===== src/rtl/sync_fifo_ctrl_pkg.sv =====
// sync_fifo_ctrl_pkg: shared definitions for the single-clock FIFO.
//   FIFO_MODE_STD / FIFO_MODE_FWFT : read-mode selectors for the FWFT parameter
//   `FIFO_DEPTH(aw)                : capacity in words for a given address width
`ifndef FIFO_DEFS_VH
`define FIFO_DEFS_VH
`define FIFO_DEPTH(aw) (1 << (aw))
`endif

package sync_fifo_ctrl_pkg;
  localparam int FIFO_MODE_STD  = 0;
  localparam int FIFO_MODE_FWFT = 1;
endpackage


===== src/rtl/sync_fifo_ctrl_if.sv =====
// sync_fifo_ctrl_if: data/control bundle between a FIFO user and sync_fifo_ctrl.
//   master : drives i_* (flush, write, read, thresholds, error clear), samples o_*
//   slave  : the FIFO itself, samples i_* and drives o_*
interface sync_fifo_ctrl_if
  import sync_fifo_ctrl_pkg::*;
#(
  parameter int DATA_WIDTH = 8,
  parameter int ADDR_WIDTH = 4
);
  logic                  i_flush;
  logic                  i_wr;
  logic [DATA_WIDTH-1:0] i_data;
  logic                  i_rd;
  logic [ADDR_WIDTH:0]   i_afull_lim;
  logic [ADDR_WIDTH:0]   i_aempty_lim;
  logic                  i_clr_err;
  logic [DATA_WIDTH-1:0] o_data;
  logic                  o_valid;
  logic [ADDR_WIDTH:0]   o_level;
  logic                  o_full;
  logic                  o_empty;
  logic                  o_afull;
  logic                  o_aempty;
  logic                  o_overflow;
  logic                  o_underflow;

  modport master (
    output i_flush, i_wr, i_data, i_rd, i_afull_lim, i_aempty_lim, i_clr_err,
    input  o_data, o_valid, o_level, o_full, o_empty, o_afull, o_aempty,
           o_overflow, o_underflow
  );

  modport slave (
    input  i_flush, i_wr, i_data, i_rd, i_afull_lim, i_aempty_lim, i_clr_err,
    output o_data, o_valid, o_level, o_full, o_empty, o_afull, o_aempty,
           o_overflow, o_underflow
  );
endinterface


===== src/rtl/fifo_sdp_ram.sv =====
// fifo_sdp_ram: simple dual-port storage, DATA_WIDTH x 2**ADDR_WIDTH.
//   i_we/i_waddr/i_wdata : synchronous write port
//   i_re/i_raddr         : synchronous read port, o_rdata updates only when i_re
//   i_arst_n             : resets the read register only; the array is never cleared
module fifo_sdp_ram #(
  parameter int DATA_WIDTH = 8,
  parameter int ADDR_WIDTH = 4
) (
  input  logic                  i_clk,
  input  logic                  i_arst_n,
  input  logic                  i_we,
  input  logic [ADDR_WIDTH-1:0] i_waddr,
  input  logic [DATA_WIDTH-1:0] i_wdata,
  input  logic                  i_re,
  input  logic [ADDR_WIDTH-1:0] i_raddr,
  output logic [DATA_WIDTH-1:0] o_rdata
);
  logic [DATA_WIDTH-1:0] mem_q [2**ADDR_WIDTH];
  logic [DATA_WIDTH-1:0] rdata_q;

  always_ff @(posedge i_clk) begin
    if (i_we) mem_q[i_waddr] <= i_wdata;
  end

  always_ff @(posedge i_clk or negedge i_arst_n) begin
    if (!i_arst_n)  rdata_q <= '0;
    else if (i_re)  rdata_q <= mem_q[i_raddr];
  end

  assign o_rdata = rdata_q;
endmodule


===== src/rtl/sync_fifo_ctrl.sv =====
// sync_fifo_ctrl: single-clock FIFO controller with standard or FWFT read mode,
// programmable almost-full/almost-empty, exact fill level, sticky errors, flush.
//   i_clk, i_arst_n : clock, asynchronous active-low reset
//   bus (slave)     : flush/write/read/threshold/clear inputs, data/flag outputs
// All outputs come straight from registers.
module sync_fifo_ctrl
  import sync_fifo_ctrl_pkg::*;
#(
  parameter int DATA_WIDTH = 8,
  parameter int ADDR_WIDTH = 4,
  parameter int FWFT       = FIFO_MODE_STD
) (
  input  logic            i_clk,
  input  logic            i_arst_n,
  sync_fifo_ctrl_if.slave bus
);
  localparam int              PW      = ADDR_WIDTH + 1;
  localparam int              DEPTH   = `FIFO_DEPTH(ADDR_WIDTH);
  localparam logic [PW-1:0]   DEPTH_L = PW'(DEPTH);
  localparam bit              IS_FWFT = (FWFT == FIFO_MODE_FWFT);

  logic [PW-1:0] wptr_q, wptr_d, rptr_q, rptr_d, level_q, level_d;
  logic          full_q, full_d, empty_q, empty_d, afull_q, afull_d;
  logic          aempty_q, aempty_d, valid_q, valid_d, ovf_q, ovf_d, udf_q, udf_d;
  logic          wr_acc, rd_acc, ram_re;
  logic [PW-1:0] ram_cnt;

  always_comb begin
    wr_acc  = bus.i_wr & ~full_q  & ~bus.i_flush;
    rd_acc  = bus.i_rd & ~empty_q & ~bus.i_flush;
    // Words sitting in the RAM; in FWFT mode the head lives in the read register.
    ram_cnt = wptr_q - rptr_q;
    if (IS_FWFT) ram_re = ~bus.i_flush & (ram_cnt != '0) & (~valid_q | rd_acc);
    else         ram_re = rd_acc;

    wptr_d  = wptr_q + PW'(wr_acc);
    rptr_d  = rptr_q + PW'(ram_re);
    level_d = level_q;
    case ({wr_acc, rd_acc})
      2'b10:   level_d = level_q + 1'b1;
      2'b01:   level_d = level_q - 1'b1;
      default: level_d = level_q;
    endcase
    if (IS_FWFT) valid_d = ram_re ? 1'b1 : (rd_acc ? 1'b0 : valid_q);
    else         valid_d = ram_re;

    if (bus.i_flush) begin
      wptr_d  = '0;
      rptr_d  = '0;
      level_d = '0;
      valid_d = 1'b0;
    end

    full_d   = (level_d == DEPTH_L);
    empty_d  = IS_FWFT ? ~valid_d : (level_d == '0);
    afull_d  = (level_d >= bus.i_afull_lim);
    aempty_d = (level_d <= bus.i_aempty_lim);

    // Clear first so a same-cycle error event wins over the clear.
    ovf_d = bus.i_clr_err ? 1'b0 : ovf_q;
    udf_d = bus.i_clr_err ? 1'b0 : udf_q;
    if (bus.i_wr & full_q  & ~bus.i_flush) ovf_d = 1'b1;
    if (bus.i_rd & empty_q & ~bus.i_flush) udf_d = 1'b1;
  end

  always_ff @(posedge i_clk or negedge i_arst_n) begin
    if (!i_arst_n) begin
      wptr_q   <= '0;
      rptr_q   <= '0;
      level_q  <= '0;
      full_q   <= 1'b0;
      empty_q  <= 1'b1;
      afull_q  <= 1'b0;
      aempty_q <= 1'b1;
      valid_q  <= 1'b0;
      ovf_q    <= 1'b0;
      udf_q    <= 1'b0;
    end else begin
      wptr_q   <= wptr_d;
      rptr_q   <= rptr_d;
      level_q  <= level_d;
      full_q   <= full_d;
      empty_q  <= empty_d;
      afull_q  <= afull_d;
      aempty_q <= aempty_d;
      valid_q  <= valid_d;
      ovf_q    <= ovf_d;
      udf_q    <= udf_d;
    end
  end

  // The RAM read register doubles as the output stage in both modes.
  fifo_sdp_ram #(.DATA_WIDTH(DATA_WIDTH), .ADDR_WIDTH(ADDR_WIDTH)) u_ram (
    .i_clk   (i_clk),
    .i_arst_n(i_arst_n),
    .i_we    (wr_acc),
    .i_waddr (wptr_q[ADDR_WIDTH-1:0]),
    .i_wdata (bus.i_data),
    .i_re    (ram_re),
    .i_raddr (rptr_q[ADDR_WIDTH-1:0]),
    .o_rdata (bus.o_data)
  );

  assign bus.o_valid     = valid_q;
  assign bus.o_level     = level_q;
  assign bus.o_full      = full_q;
  assign bus.o_empty     = empty_q;
  assign bus.o_afull     = afull_q;
  assign bus.o_aempty    = aempty_q;
  assign bus.o_overflow  = ovf_q;
  assign bus.o_underflow = udf_q;
endmodule


===== src/flat_wrapper.sv =====
// flat-port wrapper written by rule: the top's interface ports become plain ports
module sync_fifo_ctrl_flat import sync_fifo_ctrl_pkg::*;
#(
  parameter int DATA_WIDTH = 8,
  parameter int ADDR_WIDTH = 4,
  parameter int FWFT       = FIFO_MODE_STD
)
  (i_clk, i_arst_n, bus_i_flush, bus_i_wr, bus_i_data, bus_i_rd, bus_i_afull_lim, bus_i_aempty_lim, bus_i_clr_err, bus_o_data, bus_o_valid, bus_o_level, bus_o_full, bus_o_empty, bus_o_afull, bus_o_aempty, bus_o_overflow, bus_o_underflow);
  sync_fifo_ctrl_if #(.DATA_WIDTH(DATA_WIDTH), .ADDR_WIDTH(ADDR_WIDTH)) bus_i ();
  input  logic i_clk;
  input  logic i_arst_n;
  input wire logic [$bits(bus_i.i_flush)-1:0] bus_i_flush;
  input wire logic [$bits(bus_i.i_wr)-1:0] bus_i_wr;
  input wire logic [$bits(bus_i.i_data)-1:0] bus_i_data;
  input wire logic [$bits(bus_i.i_rd)-1:0] bus_i_rd;
  input wire logic [$bits(bus_i.i_afull_lim)-1:0] bus_i_afull_lim;
  input wire logic [$bits(bus_i.i_aempty_lim)-1:0] bus_i_aempty_lim;
  input wire logic [$bits(bus_i.i_clr_err)-1:0] bus_i_clr_err;
  output wire logic [$bits(bus_i.o_data)-1:0] bus_o_data;
  output wire logic [$bits(bus_i.o_valid)-1:0] bus_o_valid;
  output wire logic [$bits(bus_i.o_level)-1:0] bus_o_level;
  output wire logic [$bits(bus_i.o_full)-1:0] bus_o_full;
  output wire logic [$bits(bus_i.o_empty)-1:0] bus_o_empty;
  output wire logic [$bits(bus_i.o_afull)-1:0] bus_o_afull;
  output wire logic [$bits(bus_i.o_aempty)-1:0] bus_o_aempty;
  output wire logic [$bits(bus_i.o_overflow)-1:0] bus_o_overflow;
  output wire logic [$bits(bus_i.o_underflow)-1:0] bus_o_underflow;
  assign bus_i.i_flush = bus_i_flush;
  assign bus_i.i_wr = bus_i_wr;
  assign bus_i.i_data = bus_i_data;
  assign bus_i.i_rd = bus_i_rd;
  assign bus_i.i_afull_lim = bus_i_afull_lim;
  assign bus_i.i_aempty_lim = bus_i_aempty_lim;
  assign bus_i.i_clr_err = bus_i_clr_err;
  assign bus_o_data = bus_i.o_data;
  assign bus_o_valid = bus_i.o_valid;
  assign bus_o_level = bus_i.o_level;
  assign bus_o_full = bus_i.o_full;
  assign bus_o_empty = bus_i.o_empty;
  assign bus_o_afull = bus_i.o_afull;
  assign bus_o_aempty = bus_i.o_aempty;
  assign bus_o_overflow = bus_i.o_overflow;
  assign bus_o_underflow = bus_i.o_underflow;
  sync_fifo_ctrl #(.DATA_WIDTH(DATA_WIDTH), .ADDR_WIDTH(ADDR_WIDTH), .FWFT(FWFT)) u_core (.i_clk(i_clk), .i_arst_n(i_arst_n), .bus(bus_i));
endmodule

===== config.mk =====
export PLATFORM = sky130hd
export DESIGN_NAME = sync_fifo_ctrl_flat
export DESIGN_NICKNAME = d
export VERILOG_FILES = /design/src/rtl/sync_fifo_ctrl_pkg.sv /design/src/rtl/sync_fifo_ctrl_if.sv /design/src/rtl/fifo_sdp_ram.sv /design/src/rtl/sync_fifo_ctrl.sv /design/src/flat_wrapper.sv
export SDC_FILE = /design/constraint.sdc
export NUM_CORES = 1
export LEC_CHECK = 0
export ABC_AREA = 1
export CORE_UTILIZATION = 40
export CTS_CLUSTER_SIZE = 30
export DETAILED_ROUTE_END_ITERATION = 7
export GPL_TIMING_DRIVEN = 0
export PLACE_DENSITY = 0.7
export SETUP_SLACK_MARGIN = 0.2
export SLEW_MARGIN = 5
export SYNTH_ARGS = -nofsm -noshare
export SYNTH_HDL_FRONTEND = slang
export SYNTH_SLANG_ARGS = --single-unit

===== constraint.sdc =====
create_clock -name i_clk -period 2.6 [get_ports i_clk]
set_clock_uncertainty 0.15 [all_clocks]
set_input_delay 0.52 -clock i_clk [delete_from_list [all_inputs] [get_ports i_clk]]
set_output_delay 0.52 -clock i_clk [all_outputs]
set_load 0.005 [all_outputs]

## After elaboration in Yosys (flattened, before gate mapping)

Memories as Yosys holds them, arrays and structs flattened. A register that Yosys moved wholly into a read port is not among the register bits.
Index checks and enable logic that the tools add are counted.

- Add/subtract/negate cells: 4
- Order comparisons: 2
- Eq/ne operators: 3
- Mux-type cells: 10
- Bitwise logic cells: 11
- Reductions and logical operators: 4

Operator list:

| operator | count |
|---|---|
| 5-bit two-way mux | 3 |
| 5-bit by 1-bit adder with 5-bit output | 2 |
| 5-bit one-hot mux with 2 select lines | 1 |
| 1-bit AND | 8 |
| 1-bit two-way mux | 6 |
| 5-bit by 1-bit adder with 5-bit output, second input constant | 1 |
| 5-bit equality test, second input constant | 1 |
| 5-bit >= comparator | 1 |
| 5-bit <= comparator | 1 |
| 5-bit zero test | 1 |
| 5-bit by 1-bit subtractor with 5-bit output, second input constant | 1 |
| 2-bit nonzero test | 2 |
| 1-bit inverter | 3 |
| 2-bit by 1-bit equality test with 1-bit output, second input constant | 1 |
| 2-bit equality test, second input constant | 1 |
| 1-bit zero test | 1 |

- Bits in registers: 22
- RAM bits: 128
- Input port bits: 24
- Logic and storage cells: 45
- Memories kept: 1

Memory list:

| memory | words | bits a word | rd ports | clocked after memory_dff | write ports | line | text |
|---|---|---|---|---|---|---|---|
| u_core.u_ram.mem_q | 16 | 8 | 1 | 1 | 1 | fifo_sdp_ram.sv:18 | `logic [DATA_WIDTH-1:0] mem_q [2**ADDR_WIDTH];` |

## Logic depth before layout (Yosys ltp)

Gate-level depths: netlist of the first run.

- Depth after elaboration: 7
- Mapped depth: 20
- Gate-level depth less buffers: 20

## By module

Synthesis of the first run repeated with hierarchy kept, for this count alone.

- Cell total of the unflattened synthesis: 638
- Area total of the unflattened synthesis: 6894.1 um^2

By module, submodules not included:

| module | times used | cells each | area an instance (um^2) |
|---|---|---|---|
| fifo_sdp_ram | 1 | 483 | 5635.4 |
| sync_fifo_ctrl | 1 | 155 | 1258.7 |

## Worst setup path after synthesis of the first run

OpenSTA, ideal clock, no wires.

- Kind: input to register
- Start point: input port bus_i_flush
- End point: register u_core.aempty_q, in the netlist u_core.bus.o_aempty
- Setup time: 77 ps
- Data arrival time: 2672 ps
- Setup slack: -299 ps
- Stages on the path: 16
- Cells stage by stage: nor3_2 inv_1 ha_1 nor2_1 nor2_4 ha_1 inv_1 nand2_1 nand3_2 nand3_1 nand2_1 nand2_1 a21oi_2 ha_1 a21o_1 o22ai_1

- Cells in the longest elaborated chain, start to end: 6
- Elaborated cells on any way between the ends: 8
- Classes of those cells: order compare: 1; eq/ne: 2; mux: 2; bitwise: 3

Ends and longest elaborated chain:

| what | line | text |
|---|---|---|
| from (decl) | flat_wrapper.sv:12 | `input wire logic [$bits(bus_i.i_flush)-1:0] bus_i_flush;` |
| 1-bit inverter | sync_fifo_ctrl.sv:29, sync_fifo_ctrl.sv:30 |  |
| 1-bit AND (on tied branches) | sync_fifo_ctrl.sv:30, sync_fifo_ctrl.sv:29 |  |
| 2-bit by 1-bit equality test with 1-bit output or 2-bit equality test (tied branches) | sync_fifo_ctrl.sv:39 | `case ({wr_acc, rd_acc})` |
| 5-bit one-hot mux with 2 select lines | sync_fifo_ctrl.sv:39 |  |
| 5-bit two-way mux * | sync_fifo_ctrl.sv:47 | `if (bus.i_flush) begin` |
| net u_core.level_d[4] | sync_fifo_ctrl.sv:22 | `logic [PW-1:0] wptr_q, wptr_d, rptr_q, rptr_d, level_q, level_d;` |
| 5-bit <= comparator * | sync_fifo_ctrl.sv:57 | `aempty_d = (level_d <= bus.i_aempty_lim);` |
| net u_core.aempty_d | sync_fifo_ctrl.sv:24 | `logic aempty_q, aempty_d, valid_q, valid_d, ovf_q, ovf_d, udf_q, udf_d;` |
| to (signal assigned) | sync_fifo_ctrl.sv:85 | `aempty_q <= aempty_d;` |
| to (decl) | sync_fifo_ctrl.sv:24 |  |

Mark *: on every way through the listed nets, which the timed path passes. The rest lies on a longest branch.
A chain may end at the register's enable or synchronous reset.

## Worst setup path in the final report of the first run

- Start point: register u_core.full_q, in the netlist u_core.bus.o_full
- End point: register u_core.aempty_q, in the netlist u_core.bus.o_aempty

- Cells in the longest elaborated chain, start to end: 7
- Elaborated cells on any way between the ends: 8
- Classes of those cells: order compare: 1; eq/ne: 2; mux: 2; bitwise: 3

Ends and longest elaborated chain:

| what | line | text |
|---|---|---|
| from (decl) | sync_fifo_ctrl.sv:23 | `logic full_q, full_d, empty_q, empty_d, afull_q, afull_d;` |
| from (signal assigned) | sync_fifo_ctrl.sv:82 | `full_q <= full_d;` |
| 1-bit inverter * | sync_fifo_ctrl.sv:29 | `wr_acc = bus.i_wr & ~full_q & ~bus.i_flush;` |
| 1-bit AND * (2 in series) | sync_fifo_ctrl.sv:29 |  |
| 2-bit by 1-bit equality test with 1-bit output or 2-bit equality test (tied branches) | sync_fifo_ctrl.sv:39 |  |
| 5-bit one-hot mux with 2 select lines * | sync_fifo_ctrl.sv:39 |  |
| 5-bit two-way mux * | sync_fifo_ctrl.sv:47 |  |
| net u_core.level_d[4] | sync_fifo_ctrl.sv:22 |  |
| 5-bit <= comparator * | sync_fifo_ctrl.sv:57 |  |
| net u_core.aempty_d | sync_fifo_ctrl.sv:24 |  |

Marks and branches as above.

==> results.sh, run 1 <==
export IMPL_status="finished, violations left"
export IMPL_violations="setup timing"
export IMPL_timing_final_ws_setup_ps=-30.33
export IMPL_synth_main_ff_cell="edfxtp_1"
export IMPL_dieHeight_um=131.5
export IMPL_grt_max_degree=29
export IMPL_yosysSeqAreaShare_pct=67.74
export IMPL_r2r_start="u_core.bus.o_full"
export IMPL_syn_avg_cell_area_um2=11.47
export IMPL_synth_commonest_cells="edfxtp_1, nand2_1, nor2_1"
export IMPL_final_cells=892
export IMPL_grt_pass1_wl_mm=24.75
export IMPL_cp_arrival_ps=2830
export IMPL_pin_count=44
export IMPL_drc_errors=0
export IMPL_fin_crit_ps=2630
export IMPL_syn_inst=585
export IMPL_cts_tree="yes"
export IMPL_max_cap_violations=0
export IMPL_critPathRequiredTime_ps=2800
export IMPL_dp_final_hpwl_mm=10.79
export IMPL_cts_max_path_buffers=2
export IMPL_rows=46
export IMPL_tns_ps=-30.33
export IMPL_synth_edff_count=128
export IMPL_antenna_found_initial=0
export IMPL_cts_root_buffer="clkbuf_16"
export IMPL_wl_per_cell_um=17.98
export IMPL_cell_internal_pwr_mw=4.837
export IMPL_synthTopCellsByArea="edfxtp_1, dfrtp_1, nand2_1"
export IMPL_crit_type="flop to flop"
export IMPL_clkTransAtPathRegs_ps=60
export IMPL_overflow=0
export IMPL_gp_congestion=0.9230
export IMPL_drive_gt1_share_pct=14.94
export IMPL_switchingPower_mw=1.700
export IMPL_placed_cells=844
export IMPL_grt_use_total_pct=19.29
export IMPL_rr_endpoint="u_core.bus.o_aempty"
export IMPL_final_cell_area_um2=8274
export IMPL_synth_largest_area_cell="edfxtp_1"
export IMPL_n_antenna_cell=0
export IMPL_report_final_slew_viol_count=0
export IMPL_setup_viol=1
export IMPL_start_util_pct=41.65
export IMPL_hold_class="primary input to flop"
export IMPL_tightest_slew_ps=833.9
export IMPL_grt_pass1_vias=4480
export IMPL_synth_most_common_cell="edfxtp_1"
export IMPL_final_util_pct=51.34
export IMPL_crit_end="u_core.bus.o_aempty"
export IMPL_place_ws_ps=-1122
export IMPL_swShare_pct=26.01
export IMPL_async_reset_ff_share_pct=17.95
export IMPL_pwr_share_seq_pct=44.5
export IMPL_cts_buffers=17
export IMPL_nets=704
export IMPL_cts_sinks=156
export IMPL_hold_ws_ps=291.1
export IMPL_rsz0062_at_grt="true"
export IMPL_critPathMaxStageDelay_ps=410
export IMPL_port_buffers=43
export IMPL_critPathLaunchType="flop"
export IMPL_ys_warn_count=0
export IMPL_wl_mm=16.04
export IMPL_ys_seq_elements=156
export IMPL_vias=4654
export IMPL_via_per_inst=5.217
export IMPL_total_power_mw=6.538
export IMPL_cts_htree_levels=4
export IMPL_max_slew_margin_pct=44.20
export IMPL_worst_ir_drop_vdd_mv=0.4944
export IMPL_pwr_share_comb_pct=15.4
export IMPL_worst_r2r_setup_slack_ps=-30
export IMPL_worstPathMaxFanout=3
export IMPL_initialDrtViolationCount=518
export IMPL_fmax_mhz=380.2
export IMPL_r2r_cells=18
export IMPL_power_density_nw_per_um2=790.2
export IMPL_crit_start="u_core.bus.o_full"
export IMPL_die_w_um=131.5
export IMPL_placed_area_um2=7465
export IMPL_fp_dieArea_um2=17300
export IMPL_p_leak_nw=3.177
export IMPL_synth_nets=626
export IMPL_syn_to_final_growth_pct=23.26
export IMPL_hold_viol=0
export IMPL_core_area_um2=16120
export IMPL_clk_latency_ps=430
export IMPL_path_cells="nor3_4 > inv_2 > ha_4 > nand2_2 > inv_2 > nor2_4 > ha_4 > inv_2 > nand2_2 > nand3_2 > nand2_1 > nand2_1 > nand2_1 > nand2_2 > a21oi_4 > ha_4 > a21o_1 > o22ai_1"
export IMPL_critPathSlowestCell="dfrtp_1"
export IMPL_synth_cell_types=33
export IMPL_clock_power_share_pct=40.2
export IMPL_min_period_over_period_pct=101.2
export IMPL_first_pass_iters=5
export IMPL_synth_top_cell_area_share_pct=57.26
export IMPL_synth_area_um2=6713
export IMPL_drt_antenna_violating_nets=0
export IMPL_end_kind="flop"
[layout by cell type (no fill, tap or decap), drive strengths merged, types with 23 or more instances in the layout]
master           n
clkbuf          23
clkdlybuf4s50   39
a21oi           32
buf             33
nor2            80
nand2          121
inv             51
dfrtp           26
o21ai           56
edfxtp         128
[flip-flops by register name (all words and copies together) (netlist names)]
signal                  cells
u_core.bus.o_afull          1
u_core.bus.o_underflow      1
u_core.wptr_q               4
u_core.bus.o_full           1
u_core.bus.o_aempty         1
u_core.bus.o_overflow       1
u_core.bus.o_valid          1
u_core.u_ram.o_rdata        8
u_core.u_ram.mem_q        128
u_core.rptr_q               4
u_core.bus.o_level          5
u_core.bus.o_empty          1
[kinds of logic (layout without fill, tap and decap cells)]
| logic type | after synthesis | count (layout) | share of synthesized area [%] |
|---|---|---|---|
| buf+inv | 64 | 155 | 4.604 |
| flops | 156 | 156 | 67.74 |
| compound gates | 119 | 119 | 9.823 |
| mux | 8 | 8 | 1.193 |
| simple gates | 218 | 218 | 13.08 |
| fa+ha+maj | 17 | 17 | 3.169 |
| xor+xnor | 3 | 3 | 0.3915 |
[worst min-delay path by stage]
stage	start	to	slack, ps	depth (start not counted)
3_5_place_dp	u_core.u_ram.o_rdata[2]	u_core.u_ram.o_rdata[2]	320	2
2_1_floorplan	i_arst_n	u_core.bus.o_afull	70	0
5_1_grt	bus_i_wr	u_core.bus.o_overflow	340	3
6_report	bus_i_wr	u_core.bus.o_overflow	290	3
4_1_cts	u_core.u_ram.o_rdata[2]	u_core.u_ram.o_rdata[2]	330	2
3_3_place_gp	u_core.u_ram.o_rdata[1]	u_core.u_ram.o_rdata[1]	320	2
[layer usage]
metal | vias to the layer above | track usage, % | wire [µm]
li1 | 2186 | - | -
met1 | 2244 | 25.01 | 6791
met2 | 186 | 31.01 | 7894
met3 | 38 | 3.858 | 911
met4 | 0 | 9.109 | 439
met5 | - | 0 | 0
[what timing repair did]
action                                 CTS  global route
hold buffers                             1             0
pin swaps                               14            13
endpoints found under the hold margin   16             0
setup endpoints to repair              135             5
resized for setup                       10             6
setup buffers                           11             4
[power by group through the flow]
stage	Clock [mW]	Sequential, mW	Combinational (mW)
floorplan	0	2.95	0.496
global placement	0	2.95	0.918
detailed placement	0	2.96	0.934
CTS	2.65	2.91	0.981
global route	2.75	2.92	1.10
finish	2.63	2.91	1.01
[final cells by class]
class,instances,area (µm²)
fillers,1364,7841
flip-flops and latches,156,4547
multi-input cells,365,1968
repair buffers,59,544.3
clock buffers,18,429.2
well taps,216,270.3
clock inverters,14,198.9
inverters,43,173.9
plain buffers,21,142.6
[critical path: cells and delay by family, from the launching register on]
kind	cells	cell delay, ps
flops	1	410
simple gates	9	780
fa+ha+maj	3	560
compound gates	3	490
buf+inv	3	160
Note: power is estimated with default switching activity, not from simulation.
==> run 2, diff against run 1 <==
--- a/config.mk
+++ b/config.mk
@@ -6,6 +6,7 @@
 export NUM_CORES = 1
 export LEC_CHECK = 0
 export ABC_AREA = 1
+export CORE_MARGIN = 2
 export CORE_UTILIZATION = 40
 export CTS_CLUSTER_SIZE = 30
 export DETAILED_ROUTE_END_ITERATION = 7
==> constraint.sdc (replaced) <==
create_clock -name i_clk -period 2.6 [get_ports i_clk]
set_clock_uncertainty 0.15 [all_clocks]
set_input_delay 0.52 -clock i_clk [delete_from_list [all_inputs] [get_ports i_clk]]
set_output_delay 0.52 -clock i_clk [all_outputs]
set_load 0.01 [all_outputs]
==> results.sh, run 2 (synthesized netlist as in run 1, its figures left out) <==
export IMPL_cts_htree_levels=4
export IMPL_grt_pass1_wl_mm=25.99
export IMPL_grt_max_degree=29
export IMPL_hold_buffers=0
export IMPL_wl_mm=17.01
export IMPL_fp_dieArea_um2=17830
export IMPL_overflow=0
export IMPL_core_area_um2=16470
export IMPL_port_buffers=43
export IMPL_power_density_nw_per_um2=774.9
export IMPL_total_power_mw=6.405
export IMPL_report_final_slew_viol_count=0
export IMPL_timing_final_ws_setup_ps=-135.4
export IMPL_worstPathMaxFanout=3
export IMPL_hold_class="primary input to async pin"
export IMPL_rows=47
export IMPL_cts_tree="yes"
export IMPL_fin_crit_ps=2735
export IMPL_cell_internal_pwr_mw=4.656
export IMPL_n_antenna_cell=0
export IMPL_mostFrequentLayoutCell="edfxtp_1"
export IMPL_clk_latency_ps=430
export IMPL_cts_sinks=156
export IMPL_pin_count=44
export IMPL_max_slew_margin_pct=42.00
export IMPL_drive_gt1_share_pct=15.17
export IMPL_r2r_start="u_core.bus.o_full"
export IMPL_r2r_cells=18
export IMPL_switchingPower_mw=1.748
export IMPL_critPathLaunchType="primary input"
export IMPL_layout_common_cells="edfxtp_1, nand2_1, nor2_1, o21ai_0, clkdlybuf4s50_1"
export IMPL_cp_arrival_ps=2940
export IMPL_clock_power_share_pct=37.2
export IMPL_drt_antenna_violating_nets=0
export IMPL_fmax_mhz=365.6
export IMPL_setup_viol=4
export IMPL_die_w_um=133.5
export IMPL_via_per_inst=5.337
export IMPL_max_cap_violations=0
export IMPL_top_register="u_core.u_ram.mem_q"
export IMPL_cts_root_buffer="clkbuf_16"
export IMPL_dp_final_hpwl_mm=11.12
export IMPL_p_leak_nw=3.174
export IMPL_start_util_pct=40.77
export IMPL_nets=707
export IMPL_violations="hold timing, setup timing"
export IMPL_rsz0062_at_grt="true"
export IMPL_worst_ir_drop_vdd_mv=0.4310
export IMPL_initialDrtViolationCount=481
export IMPL_end_kind="flop"
export IMPL_critPathRequiredTime_ps=2810
export IMPL_pwr_share_comb_pct=17.4
export IMPL_cts_max_path_buffers=2
export IMPL_grt_use_total_pct=19.53
export IMPL_hold_ws_ps=-16.98
export IMPL_gp_congestion=0.8965
export IMPL_vias=4798
export IMPL_clkTransAtPathRegs_ps=60
export IMPL_pwr_share_seq_pct=45.4
export IMPL_tightest_slew_ps=866.7
export IMPL_drc_errors=0
export IMPL_crit_start="bus_i_wr"
export IMPL_fillers=1420
export IMPL_largest_reg_flops=128
export IMPL_dieHeight_um=133.5
export IMPL_hold_viol=26
export IMPL_status="finished, violations left"
export IMPL_cts_buffers=17
export IMPL_rr_endpoint="u_core.bus.o_aempty"
export IMPL_first_pass_iters=5
export IMPL_syn_to_final_growth_pct=23.13
export IMPL_worst_r2r_setup_slack_ps=-130
export IMPL_min_period_over_period_pct=105.2
export IMPL_swShare_pct=27.30
export IMPL_antenna_found_initial=0
export IMPL_place_ws_ps=-1091
export IMPL_crit_type="primary input to flop"
export IMPL_wl_per_cell_um=18.92
export IMPL_grt_pass1_vias=4824
## run 2: final cells by class
type,instances,area (µm²),share of cell area (%)
sequential,156,4547,55.01
multi-input combinational,365,1981,23.96
timing repair buffer,62,580.6,7.024
clock buffer,18,429.2,5.192
tap,220,275.3,3.330
inverter,43,173.9,2.104
buffer,21,142.6,1.726
clock inverter,14,136.4,1.650
## run 2: through the flow
stage | std cells | TNS [ps] | cell area (µm²) | util, %
floorplan | 585 | -175.6 | 6769 | -
global placement | 848 | -36970 | 7475 | 45.40
CTS | 896 | -16.66 | 8207 | 49.84
global route | 899 | -797.9 | 8265 | 50.20
detailed placement | 848 | -46440 | 7475 | 45.40
finish | 899 | -340.4 | 8265 | 50.20
## run 2: worst max path at each step
stage | endpoint | cells past startpoint
6_report | u_core.bus.o_aempty | 20
5_1_grt | u_core.bus.o_afull | 19
4_1_cts | u_core.bus.o_afull | 17
3_5_place_dp | u_core.bus.o_aempty | 20
3_3_place_gp | u_core.bus.o_aempty | 20
2_1_floorplan | u_core.bus.o_aempty | 19
## run 2: repair_timing
action / in CTS / in global routing
gates resized for setup: 11 / 9
setup endpoints to repair: 115 / 5
setup buffers: 16 / 3
pin swaps: 12 / 10
## run 2: per-layer routing
layer  track usage [%]  routed length, µm  up-vias
met3             4.148               1233       34
met5                 0                  0        -
li1                  -                  -     2187
met2             32.10               8588      224
met1             25.33               6815     2353
met4             8.038                368        0
## run 2: worst max-delay path, stage by stage
cell and delay [ps]:
clkdlybuf4s15_1 280, inv_8 40, nor3_4 230, inv_2 80, ha_4 180, nand2_2 60
inv_2 50, nor2_4 120, ha_4 140, inv_2 40, nand2_4 70, nand3_2 90
nand2_1 100, nand2_1 70, nand2_2 90, nand2_4 60, a21oi_4 200, ha_4 230
a21o_1 150, o22ai_1 130
## run 2: power groups by stage
stage | registers (mW) | logic (mW) | clock network [mW]
6_report | 2.91 | 1.12 | 2.38
3_3_place_gp | 2.95 | 0.949 | 0
2_1_floorplan | 2.98 | 0.496 | 0
4_1_cts | 2.91 | 1.06 | 2.39
5_1_grt | 2.92 | 1.20 | 2.50
3_5_place_dp | 2.95 | 0.982 | 0
==> run 3, diff against run 2 <==
--- a/config.mk
+++ b/config.mk
@@ -12,8 +12,8 @@
 export DETAILED_ROUTE_END_ITERATION = 7
 export GPL_TIMING_DRIVEN = 0
 export PLACE_DENSITY = 0.7
+export RECOVER_POWER = 25
 export SETUP_SLACK_MARGIN = 0.2
-export SLEW_MARGIN = 5
 export SYNTH_ARGS = -nofsm -noshare
 export SYNTH_HDL_FRONTEND = slang
 export SYNTH_SLANG_ARGS = --single-unit
==> results.sh, run 3 (synthesized netlist as in run 1, its figures left out) <==
export IMPL_hold_buffers=0
export IMPL_rr_endpoint="u_core.bus.o_aempty"
export IMPL_antenna_found_initial=0
export IMPL_critPathSlowestCell="clkdlybuf4s15_1"
export IMPL_core_area_um2=16470
export IMPL_largest_reg_flops=128
export IMPL_drt_antenna_violating_nets=0
export IMPL_hold_viol=0
export IMPL_n_antenna_cell=0
export IMPL_seq_area_um2=4547
export IMPL_rsz0062_at_grt="true"
export IMPL_grt_max_degree=29
export IMPL_cts_root_buffer="clkbuf_16"
export IMPL_start_util_pct=40.77
export IMPL_via_per_inst=5.357
export IMPL_timing_final_ws_setup_ps=-145.7
export IMPL_syn_to_final_growth_pct=23.11
export IMPL_clk_latency_ps=430
export IMPL_setup_viol=4
export IMPL_cts_tree="yes"
export IMPL_multiInputGateArea_um2=1981
export IMPL_end_kind="flop"
export IMPL_die_w_um=133.5
export IMPL_critPathLaunchType="primary input"
export IMPL_wl_per_cell_um=18.93
export IMPL_cts_htree_levels=4
export IMPL_first_pass_iters=5
export IMPL_cts_sinks=156
export IMPL_drive_gt1_share_pct=15.02
export IMPL_p_leak_nw=3.172
export IMPL_layout_common_cells="edfxtp_1, nand2_1, nor2_1, o21ai_0"
export IMPL_dieHeight_um=133.5
export IMPL_worst_r2r_setup_slack_ps=-140
export IMPL_port_buffers=43
export IMPL_max_cap_violations=1
export IMPL_pin_count=44
export IMPL_cp_arrival_ps=2950
export IMPL_rows=47
export IMPL_tns_ps=-381.7
export IMPL_worst_ir_drop_vdd_mv=0.4312
export IMPL_grt_pass1_wl_mm=25.99
export IMPL_drc_errors=0
export IMPL_path_cells="clkdlybuf4s15_1 > inv_8 > nor3_4 > inv_2 > ha_4 > nand2_2 > inv_2 > nor2_4 > ha_4 > inv_2 > nand2_4 > nand3_2 > nand2_1 > nand2_1 > nand2_2 > nand2_4 > a21oi_4 > ha_4 > a21o_1 > o22ai_1"
export IMPL_clkTransAtPathRegs_ps=60
export IMPL_tightest_slew_ps=1644
export IMPL_r2r_cells=18
export IMPL_crit_type="primary input to flop"
export IMPL_critPathMaxStageDelay_ps=280
export IMPL_violations="capacitance limit, slew limit, setup timing"
export IMPL_wl_mm=17.02
export IMPL_critPathRequiredTime_ps=2810
export IMPL_power_density_nw_per_um2=775.0
export IMPL_top_register="u_core.u_ram.mem_q"
export IMPL_grt_pass1_vias=4824
export IMPL_holdCritStartpoint="u_core.u_ram.o_rdata[6]"
export IMPL_min_period_over_period_pct=105.6
export IMPL_report_final_slew_viol_count=29
export IMPL_hold_ws_ps=337.7
export IMPL_fin_crit_ps=2746
export IMPL_final_cells=899
export IMPL_fillers=1421
export IMPL_overflow=0
export IMPL_initialDrtViolationCount=481
export IMPL_fmax_mhz=364.2
export IMPL_hold_depth=2
export IMPL_hold_class="flop to flop"
export IMPL_placed_cells=848
export IMPL_cts_buffers=17
export IMPL_holdPathEnd="u_core.u_ram.o_rdata[6]"
export IMPL_nets=707
export IMPL_gp_congestion=0.8965
export IMPL_fp_dieArea_um2=17830
export IMPL_cts_max_path_buffers=2
export IMPL_status="finished, violations left"
export IMPL_grt_use_total_pct=19.53
export IMPL_worstPathMaxFanout=3
export IMPL_place_ws_ps=-1091
export IMPL_vias=4816
export IMPL_max_slew_margin_pct=-9.596
export IMPL_dp_final_hpwl_mm=11.12
export IMPL_r2r_start="u_core.bus.o_full"
export IMPL_mostFrequentLayoutCell="edfxtp_1"
run 3: changes by cell type in the layout (fill, tap and decap cells not counted):
cell	delta
clkdlybuf4s50_1	-4
dlygate4sd3_1	+4
clkbuf_1	+1
buf_2	-1
run 3: worst max-delay path, delay by kind of cell:
| family | cells | cell delay [ps] |
|---|---|---|
| simple gates | 9 | 910 |
| fa+ha+maj | 3 | 550 |
| buf+inv | 5 | 490 |
| compound gates | 3 | 480 |
run 3: routing by layer:
layer | global-route usage, % | share of wire (%)
met5 | 0 | 0
met1 | 25.33 | 41
met3 | 4.148 | 6.9
met4 | 8.038 | 2.4
met2 | 32.10 | 50
run 3: area by class of cell:
class	instances	area share [%]
Sequential cell	156	55.02
Inverter	43	2.104
Clock inverter	14	1.650
Clock buffer	18	5.193
Tap cell	220	3.331
Timing Repair Buffer	62	7.010
Multi-Input combinational cell	365	23.97
Buffer	21	1.726
run 3: power breakdown:
| group | switching (mW) | internal, mW |
|---|---|---|
| sequential | 0.0837 | 2.82 |
| clock | 1.05 | 1.34 |
| combinational | 0.619 | 0.496 |
| total | 1.75 | 4.65 |
run 3: stage by stage:
stage                     util (%)  cell area, µm²  total power [mW]
after global routing         50.19            8264             6.616
final                        50.19            8264             6.405
after floorplan                  -            6769             3.480
after CTS                    49.84            8207             6.356
after detailed placement     45.40            7475             3.936
after global placement       45.40            7475             3.899
run 3: how the worst max path moves through the flow:
stage / slack [ps] / end / from
2_1_floorplan: -120 / u_core.bus.o_aempty / bus_i_wr
3_3_place_gp: -980 / u_core.bus.o_aempty / bus_i_wr
3_5_place_dp: -1090 / u_core.bus.o_aempty / bus_i_wr
4_1_cts: -20 / u_core.bus.o_afull / u_core.bus.o_full
5_1_grt: -230 / u_core.bus.o_afull / u_core.bus.o_full
6_report: -150 / u_core.bus.o_aempty / bus_i_wr
run 3: what timing repair did:
| item | in CTS | in global routing |
|---|---|---|
| gates resized for setup | 11 | 9 |
| setup endpoints to repair | 115 | 5 |
| pin swaps | 12 | 10 |
| hold endpoints to repair | 0 | 0 |
| buffers inserted | 16 | 3 |
